==> src/rtl/pipe_stage_reg_if.sv <==
// rtl/pipe_stage_reg_if.sv - valid/ready handshake bundle around one pipeline stage register
interface pipe_stage_reg_if #(
   parameter int PAYLOAD_W = 160
);
   logic                 in_valid;
   logic [PAYLOAD_W-1:0] in_data;
   logic                 in_ready;
   logic                 out_valid;
   logic [PAYLOAD_W-1:0] out_data;
   logic                 out_ready;

   modport slave (
      input  in_valid, in_data, out_ready,
      output in_ready, out_valid, out_data
   );

   modport master (
      output in_valid, in_data, out_ready,
      input  in_ready, out_valid, out_data
   );
endinterface

==> src/rtl/pipe_stage_reg.sv <==
// rtl/pipe_stage_reg.sv - ID/EX stage register with flush, bubbles and stall counter
// Define PIPE_STAGE_SKID_EN to add a second (skid) entry and a registered in_ready.
module pipe_stage_reg #(
   parameter int                   PAYLOAD_W   = 160,
   parameter logic [PAYLOAD_W-1:0] NOP_PAYLOAD = '0,
   parameter int                   CNT_W       = 16
) (
   input  logic             clk,
   input  logic             rst,
   input  logic             flush_i,
   pipe_stage_reg_if.slave  bus,
   output logic             discarded,
   output logic [1:0]       occupancy,
   output logic [CNT_W-1:0] stall_cnt
);

   logic                 main_valid_q, main_valid_d;
   logic [PAYLOAD_W-1:0] main_data_q,  main_data_d;
   logic                 skid_valid_q, skid_valid_d;
   logic [PAYLOAD_W-1:0] skid_data_q,  skid_data_d;
   logic                 discarded_q,  discarded_d;
   logic [1:0]           occ_q,        occ_d;
   logic [CNT_W-1:0]     stall_q,      stall_d;
   logic                 in_xfer;

`ifdef PIPE_STAGE_SKID_EN
   assign bus.in_ready = !skid_valid_q;
`else
   assign bus.in_ready = !main_valid_q || bus.out_ready;
`endif

   assign in_xfer = bus.in_valid && bus.in_ready;

   always_comb begin
      main_valid_d = main_valid_q;
      main_data_d  = main_data_q;
      skid_valid_d = skid_valid_q;
      skid_data_d  = skid_data_q;
      if (flush_i) begin
         main_valid_d = 1'b0;
         main_data_d  = NOP_PAYLOAD;
         skid_valid_d = 1'b0;
         skid_data_d  = NOP_PAYLOAD;
`ifdef PIPE_STAGE_SKID_EN
      end else if (skid_valid_q) begin
         // Skid is the older entry: it moves up before any new input lands behind it.
         if (bus.out_ready) begin
            main_valid_d = 1'b1;
            main_data_d  = skid_data_q;
            skid_valid_d = in_xfer;
            skid_data_d  = in_xfer ? bus.in_data : NOP_PAYLOAD;
         end
      end else if (!main_valid_q || bus.out_ready) begin
         main_valid_d = bus.in_valid;
         main_data_d  = bus.in_valid ? bus.in_data : NOP_PAYLOAD;
      end else if (bus.in_valid) begin
         skid_valid_d = 1'b1;
         skid_data_d  = bus.in_data;
      end
`else
      end else if (bus.in_ready) begin
         main_valid_d = bus.in_valid;
         main_data_d  = bus.in_valid ? bus.in_data : NOP_PAYLOAD;
      end
`endif
   end

   always_comb begin
      occ_d       = {1'b0, main_valid_d} + {1'b0, skid_valid_d};
      discarded_d = flush_i && (occ_q != 2'd0);
      stall_d     = stall_q;
      if (main_valid_q && !bus.out_ready && (stall_q != {CNT_W{1'b1}})) begin
         stall_d = stall_q + {{(CNT_W-1){1'b0}}, 1'b1};
      end
   end

   always_ff @(posedge clk) begin
      if (rst) begin
         main_valid_q <= 1'b0;
         main_data_q  <= NOP_PAYLOAD;
         skid_valid_q <= 1'b0;
         skid_data_q  <= NOP_PAYLOAD;
         discarded_q  <= 1'b0;
         occ_q        <= 2'd0;
         stall_q      <= '0;
      end else begin
         main_valid_q <= main_valid_d;
         main_data_q  <= main_data_d;
         skid_valid_q <= skid_valid_d;
         skid_data_q  <= skid_data_d;
         discarded_q  <= discarded_d;
         occ_q        <= occ_d;
         stall_q      <= stall_d;
      end
   end

   assign bus.out_valid = main_valid_q;
   assign bus.out_data  = main_data_q;
   assign discarded     = discarded_q;
   assign occupancy     = occ_q;
   assign stall_cnt     = stall_q;

endmodule

==> src/flat_wrapper.sv <==
// flat-port wrapper written by rule: the top's interface ports become plain ports
module pipe_stage_reg_flat 
#(
   parameter int                   PAYLOAD_W   = 160,
   parameter logic [PAYLOAD_W-1:0] NOP_PAYLOAD = '0,
   parameter int                   CNT_W       = 16
)
  (clk, rst, flush_i, discarded, occupancy, stall_cnt, bus_in_valid, bus_in_data, bus_out_ready, bus_in_ready, bus_out_valid, bus_out_data);
  pipe_stage_reg_if #(.PAYLOAD_W(PAYLOAD_W)) bus_i ();
  input  logic clk;
  input  logic rst;
  input  logic flush_i;
  output logic discarded;
  output logic [1:0] occupancy;
  output logic [CNT_W-1:0] stall_cnt;
  input wire logic [$bits(bus_i.in_valid)-1:0] bus_in_valid;
  input wire logic [$bits(bus_i.in_data)-1:0] bus_in_data;
  input wire logic [$bits(bus_i.out_ready)-1:0] bus_out_ready;
  output wire logic [$bits(bus_i.in_ready)-1:0] bus_in_ready;
  output wire logic [$bits(bus_i.out_valid)-1:0] bus_out_valid;
  output wire logic [$bits(bus_i.out_data)-1:0] bus_out_data;
  assign bus_i.in_valid = bus_in_valid;
  assign bus_i.in_data = bus_in_data;
  assign bus_i.out_ready = bus_out_ready;
  assign bus_in_ready = bus_i.in_ready;
  assign bus_out_valid = bus_i.out_valid;
  assign bus_out_data = bus_i.out_data;
  pipe_stage_reg #(.PAYLOAD_W(PAYLOAD_W), .NOP_PAYLOAD(NOP_PAYLOAD), .CNT_W(CNT_W)) u_core (.clk(clk), .rst(rst), .flush_i(flush_i), .bus(bus_i), .discarded(discarded), .occupancy(occupancy), .stall_cnt(stall_cnt));
endmodule
==> config.mk <==
export PLATFORM = sky130hd
export DESIGN_NAME = pipe_stage_reg_flat
export DESIGN_NICKNAME = d
export VERILOG_FILES = /design/src/rtl/pipe_stage_reg_if.sv /design/src/rtl/pipe_stage_reg.sv /design/src/flat_wrapper.sv
export SDC_FILE = /design/constraint.sdc
export NUM_CORES = 1
export LEC_CHECK = 0
export ABC_CLOCK_PERIOD_IN_PS = 1900
export BUFFER_PORTS_ARGS = -buffer_cell sky130_fd_sc_hd__buf_2
export CAP_MARGIN = 30
export CORE_AREA = 2 2 135 137
export DETAILED_ROUTE_END_ITERATION = 7
export DIE_AREA = 0 0 137 139
export HOLD_SLACK_MARGIN = 0.03
export PLACE_DENSITY = 0.71
export SLEW_MARGIN = 20
export SYNTH_ARGS = -nofsm -noshare
export SYNTH_HDL_FRONTEND = slang
export SYNTH_SLANG_ARGS = --single-unit
==> constraint.sdc <==
create_clock -name clk -period 1.9 [get_ports clk]
set_clock_uncertainty 0.15 [all_clocks]
set_input_delay 0 -clock clk [delete_from_list [all_inputs] [get_ports clk]]
set_output_delay 0 -clock clk [all_outputs]
set_load 0.01 [all_outputs]
## Word-level counts from Yosys, hierarchy flattened

Index checks and enable logic that the tools add are counted.

- $add $sub $neg: 2
- Multipliers: 0
- Multiplexer cells: 4
- Bitwise logic cells: 0
- Equality and inequality tests: 1
- Div/mod/pow operators: 0
- Shifts and indexed selects: 0
- Reduce and logical (&&, ||, !) cells: 8
- $lt $le $gt $ge: 0

Operators with widths:

| cell | number |
|---|---|
| $mux 160 | 1 |
| $add 16x1->16 const B | 1 |
| $ne 16x16->1 const B | 1 |
| $logic_and 1x1->1 | 3 |
| $mux 1 | 3 |
| $add 1x1->2 | 1 |
| $logic_not 1->1 | 2 |
| $reduce_bool 2->1 | 1 |
| $reduce_or 2->1 | 1 |
| $logic_or 1x1->1 | 1 |

- Bits of input ports: 165
- Register bits: 181
- Bits in read-only memories: 0
- Output and inout bits: 181
- RAM bits: 0
- Bits in latches: 0
- Memories kept: 0

## Logic depth before layout (Yosys ltp)

- Depth after elaboration: 5
- Gate-level depth with buffers: 8
- Mapped depth without buffers: 5

## Worst setup path after synthesis

Ideal clock, no wire load.

- Path kind: register -> register
- Start: register u_core.stall_q[0] (netlist: u_core.stall_cnt[0])
- End: register u_core.stall_q[9] (netlist: u_core.stall_cnt[9])
- Stages on the path, launching flop included: 7
- Data arrival time: 1,635 ps
- Required time: 1,629 ps
- Setup time: 121 ps
- Period minus slack after synthesis: 1,906 ps
- Slack: -6 ps
- Buffers on the path: 1
- Cells stage by stage: dfxtp_1 > ha_1 > and2_1 > and3_1 > buf_6 > nor4_1 > mux2_2

- Word-level cells in the longest chain between the ends: 2

RTL lines:

| item | line | text |
|---|---|---|
| start, declared | pipe_stage_reg.sv:23 | `logic [CNT_W-1:0] stall_q, stall_d;` |
| start signal, assigned | pipe_stage_reg.sv:93 | `stall_q <= stall_d;` |
| parallel branches: the longest is 2 deep, another holds $add 16x1->16 | n/a |  |

Parallel ways; which one is timed is not known.
A chain may end at the register's enable or synchronous reset.

## Worst setup path in the final report

- Start: register u_core.stall_q[0] (netlist: u_core.stall_cnt[0])
- End: register u_core.stall_q[13] (netlist: u_core.stall_cnt[13])

Same word-level chain as after synthesis.

==> impl_metrics.xml <==
<?xml version="1.0" encoding="UTF-8"?>
<metrics>
  <group name="detailed_routing">
    <metric name="drt_wl_total" unit="mm">22.86</metric>
    <metric name="route.detailed.wl_per_inst" unit="µm">14.81</metric>
    <metric name="drt.antenna.violating_nets" unit="">0</metric>
    <metric name="vias_per_cell" unit="">4.785</metric>
    <metric name="num_vias" unit="">7383</metric>
    <metric name="first_pass_iters" unit="">5</metric>
    <metric name="drtIter0Drc" unit="">354</metric>
    <metric name="drc_errors" unit="">0</metric>
  </group>
  <group name="sta">
    <metric name="grt_setup_unrepaired" unit="">false</metric>
    <metric name="peak_clock_frequency_supported_by_timing" unit="MHz">547.7</metric>
    <metric name="setup_total_negative_slack" unit="ns">0</metric>
    <metric name="final.min_clock_period" unit="ns">1.826</metric>
    <metric name="final_hold_violating_endpoints" unit="">0</metric>
    <metric name="post-route-period-util" unit="">0.9610</metric>
    <metric name="worstMarginPinSlew" unit="ns">0.6392</metric>
    <metric name="hold-worst-slack" unit="ns">0.2203</metric>
    <metric name="relative_slew_slack" unit="">0.5738</metric>
    <metric name="setup_viol_count_final" unit="">0</metric>
    <metric name="maxSlewViolCount" unit="">0</metric>
  </group>
  <group name="pwr">
    <metric name="pwr-share-comb" unit="">0.108</metric>
    <metric name="switching_share_of_power" unit="">0.2332</metric>
    <metric name="total_switching_power" unit="mW">2.028</metric>
    <metric name="powerDensity" unit="mW/mm²">804.0</metric>
    <metric name="p_int" unit="mW">6.669</metric>
    <metric name="leakage" unit="nW">5.300</metric>
    <metric name="proportion_of_power_drawn_by_the_clock_network" unit="">0.438</metric>
    <metric name="seq_power_share" unit="">0.454</metric>
    <metric name="vdd_ir_drop_max" unit="mV">0.6357</metric>
  </group>
  <group name="grt">
    <metric name="initial_antenna_violation_count" unit="">0</metric>
    <metric name="grt_start_max_net_pins" unit="">98</metric>
    <metric name="global_route.usage.total" unit="">0.2321</metric>
    <metric name="grt_first_pass_wirelength" unit="mm">35.91</metric>
    <metric name="grt_overflow" unit="">0</metric>
    <metric name="first_global_vias" unit="">7472</metric>
  </group>
  <group name="cells_and_area">
    <metric name="area_growth_syn_to_layout" unit="%">66.56</metric>
    <metric name="fillerInstances" unit="">1451</metric>
    <metric name="layout.cells.most_common" unit="">sky130_fd_sc_hd__buf_2</metric>
    <metric name="num_antenna_cells" unit="">0</metric>
    <metric name="layout.cells.most_common_list" unit="">345 x sky130_fd_sc_hd__buf_2, 316 x sky130_fd_sc_hd__nand2_1, 181 x sky130_fd_sc_hd__dfxtp_1</metric>
    <metric name="layout-drive-gt1-share" unit="">0.3166</metric>
    <metric name="nets" unit="">1468</metric>
    <metric name="finish.utilization" unit="">0.6127</metric>
  </group>
  <group name="critical_path">
    <metric name="required_time_worst_endpoint" unit="ns">2.09</metric>
    <metric name="worst_setup_path_start_kind" unit="">register</metric>
    <metric name="worstSetupEndpointType" unit="">register</metric>
    <metric name="cp_max_fo" unit="">8</metric>
    <metric name="arrival" unit="ns">2.01</metric>
    <metric name="critPathKind" unit="">reg2reg</metric>
  </group>
  <group name="place">
    <metric name="placement.io_buffers" unit="">345</metric>
    <metric name="hpwl" unit="mm">13.64</metric>
    <metric name="gp_routability_congestion" unit="">0.7820</metric>
  </group>
  <group name="die">
    <metric name="die_h" unit="µm">139</metric>
    <metric name="die_w" unit="µm">137</metric>
    <metric name="num_rows" unit="">49</metric>
    <metric name="start_util" unit="">0.3678</metric>
    <metric name="core" unit="mm²">0.01766</metric>
    <metric name="boundaryPins" unit="">346</metric>
    <metric name="die_area" unit="mm²">0.01904</metric>
  </group>
  <group name="synthesis">
    <metric name="synth_enable_flop_cells" unit="">0</metric>
    <metric name="ys_seq_elements" unit="">181</metric>
    <metric name="synth_area_leaders" unit="">sky130_fd_sc_hd__dfxtp_1 56%, sky130_fd_sc_hd__nand2_1 18%, sky130_fd_sc_hd__a21oi_1 13%</metric>
    <metric name="postSynthCellCount" unit="">809</metric>
    <metric name="seq_area_frac_synth" unit="">0.5579</metric>
    <metric name="synthDistinctLibCells" unit="">38</metric>
    <metric name="synth-main-ff-cell" unit="">sky130_fd_sc_hd__dfxtp_1</metric>
    <metric name="synth_top_area_share" unit="">0.5579</metric>
    <metric name="async_reset_ff_frac" unit="">0</metric>
    <metric name="synth.largest_area_cell" unit="">sky130_fd_sc_hd__dfxtp_1</metric>
    <metric name="number_of_nets_in_the_synthesized_netlist" unit="">976</metric>
    <metric name="netlist_area" unit="mm²">0.006495</metric>
    <metric name="yosysWarnings" unit="">0</metric>
    <metric name="synth_area_per_cell" unit="µm²">8.028</metric>
  </group>
  <group name="clocking">
    <metric name="clock_sinks" unit="">181</metric>
    <metric name="clk_transition_reported_paths" unit="ns">0.07</metric>
    <metric name="cts_htree_levels" unit="">4</metric>
    <metric name="cts_root_buf" unit="">sky130_fd_sc_hd__clkbuf_16</metric>
    <metric name="tritoncts" unit="">built</metric>
    <metric name="worst_skew_pair_latency" unit="ns">0.41</metric>
    <metric name="cts.path.max_buffers" unit="">2</metric>
    <metric name="tritoncts.num_buffers" unit="">17</metric>
  </group>
  <group name="worst_hold_path">
    <metric name="hp-class" unit="">in2reg</metric>
  </group>
  <group name="job">
    <metric name="max_cap_violations" unit="">0</metric>
  </group>
  <group name="run_status">
    <metric name="result_of_the_run" unit="">finished clean</metric>
  </group>
</metrics>
[flip-flops by register name, summed over array words and instances, names as in the netlist]
name                  cells
u_core.bus.out_data     160
u_core.bus.out_valid      1
u_core.discarded          1
u_core.occupancy          2
u_core.skid_valid_q       1
u_core.stall_cnt         16
[worst paths after layout]
kind | from | to | depth (start not counted) | slack, ns
worst max-delay path | u_core.stall_cnt[0] | u_core.stall_cnt[13] | 5 | 0.07
worst min-delay path | bus_in_data[55] | u_core.bus.out_data[55] | 4 | 0.22
worst max register to register | u_core.stall_cnt[0] | u_core.stall_cnt[13] | 5 | 0.07
worst min register to register | u_core.bus.out_data[76] | u_core.bus.out_data[76] | 2 | 0.30
[area by class of cell]
cell class / count / area [µm²] / share of cell area
tap: 229 / 286.5 / 0.02649
timing repair buffer: 531 / 3621 / 0.3347
sequential: 181 / 3623 / 0.3350
inverter: 4 / 17.52 / 0.001619
multi-input combinational: 566 / 2633 / 0.2433
clock buffer: 19 / 442.9 / 0.04094
clock inverter: 13 / 193.9 / 0.01793
[power by group through the flow]
stage	clock [mW]	sequential (mW)	combinational, mW
6_report	3.81	3.95	0.939
3_3_place_gp	0	4.03	0.645
5_1_grt	4.06	3.95	1.02
4_1_cts	3.91	3.94	0.919
3_5_place_dp	0	4.03	0.651
2_1_floorplan	0	4.08	0.236
[metal layers]
metal  vias up  GRT usage  share of wire
li1       3638          -              -
met1      3361     0.2494           0.38
met2       321     0.4174           0.50
met3        63    0.06725          0.081
met4         0    0.09929          0.033
met5         -          0              0
[stage by stage]
step | instances | setup WS (ns) | area [µm²] | power (mW)
floorplan | 809 | 0.008625 | 6506 | 4.317
detailed placement | 1347 | 0.01300 | 8533 | 4.680
CTS | 1543 | 0.01527 | 10810 | 8.767
global route | 1543 | 0.003497 | 10820 | 9.033
finish | 1543 | 0.07416 | 10820 | 8.697
global placement | 1347 | 0.05639 | 8533 | 4.670
[synth_stat cells (2+ instances only)]
library cell and number:
sky130_fd_sc_hd__buf_2 22, sky130_fd_sc_hd__and3_1 2, sky130_fd_sc_hd__nand2_1 316, sky130_fd_sc_hd__or4_1 3, sky130_fd_sc_hd__and4_1 2, sky130_fd_sc_hd__nand3_1 13
sky130_fd_sc_hd__o21ai_0 2, sky130_fd_sc_hd__dfxtp_1 181, sky130_fd_sc_hd__nor2b_1 9, sky130_fd_sc_hd__inv_1 3, sky130_fd_sc_hd__and2_1 4, sky130_fd_sc_hd__buf_6 2
sky130_fd_sc_hd__nor2_1 9, sky130_fd_sc_hd__o31ai_1 3, sky130_fd_sc_hd__mux2_2 5, sky130_fd_sc_hd__ha_1 2, sky130_fd_sc_hd__clkbuf_1 24, sky130_fd_sc_hd__and4_4 2
sky130_fd_sc_hd__o41ai_1 2, sky130_fd_sc_hd__nor3_1 3, sky130_fd_sc_hd__a21oi_1 170, sky130_fd_sc_hd__nand4_1 3, sky130_fd_sc_hd__or3_1 3, sky130_fd_sc_hd__buf_1 10
[critical path, stage by stage, from the launching register on]
cell                      delay, ns
sky130_fd_sc_hd__dfxtp_1       0.32
sky130_fd_sc_hd__ha_1          0.23
sky130_fd_sc_hd__and2_1        0.19
sky130_fd_sc_hd__and3_4        0.22
sky130_fd_sc_hd__or4_1         0.50
sky130_fd_sc_hd__a21oi_1       0.16
[logic make-up after synthesis]
| kind of cell | count (synthesis) | synth area share |
|---|---|---|
| AO/OA/AOI/OAI | 184 | 0.1472 |
| adder cells (fa/ha/maj) | 2 | 0.003852 |
| buffers and inverters | 62 | 0.04238 |
| flip-flops | 181 | 0.5579 |
| multiplexers | 6 | 0.01021 |
| AND/OR/NAND/NOR | 374 | 0.2385 |
[repair_timing]
action                                  CTS  global route
hold buffers                            164             0
hold endpoints to repair                180             0
setup buffers                             0             0
gates resized for setup                   1             3
endpoints found under the setup margin    1            10
(Power assumes the default switching activity.)
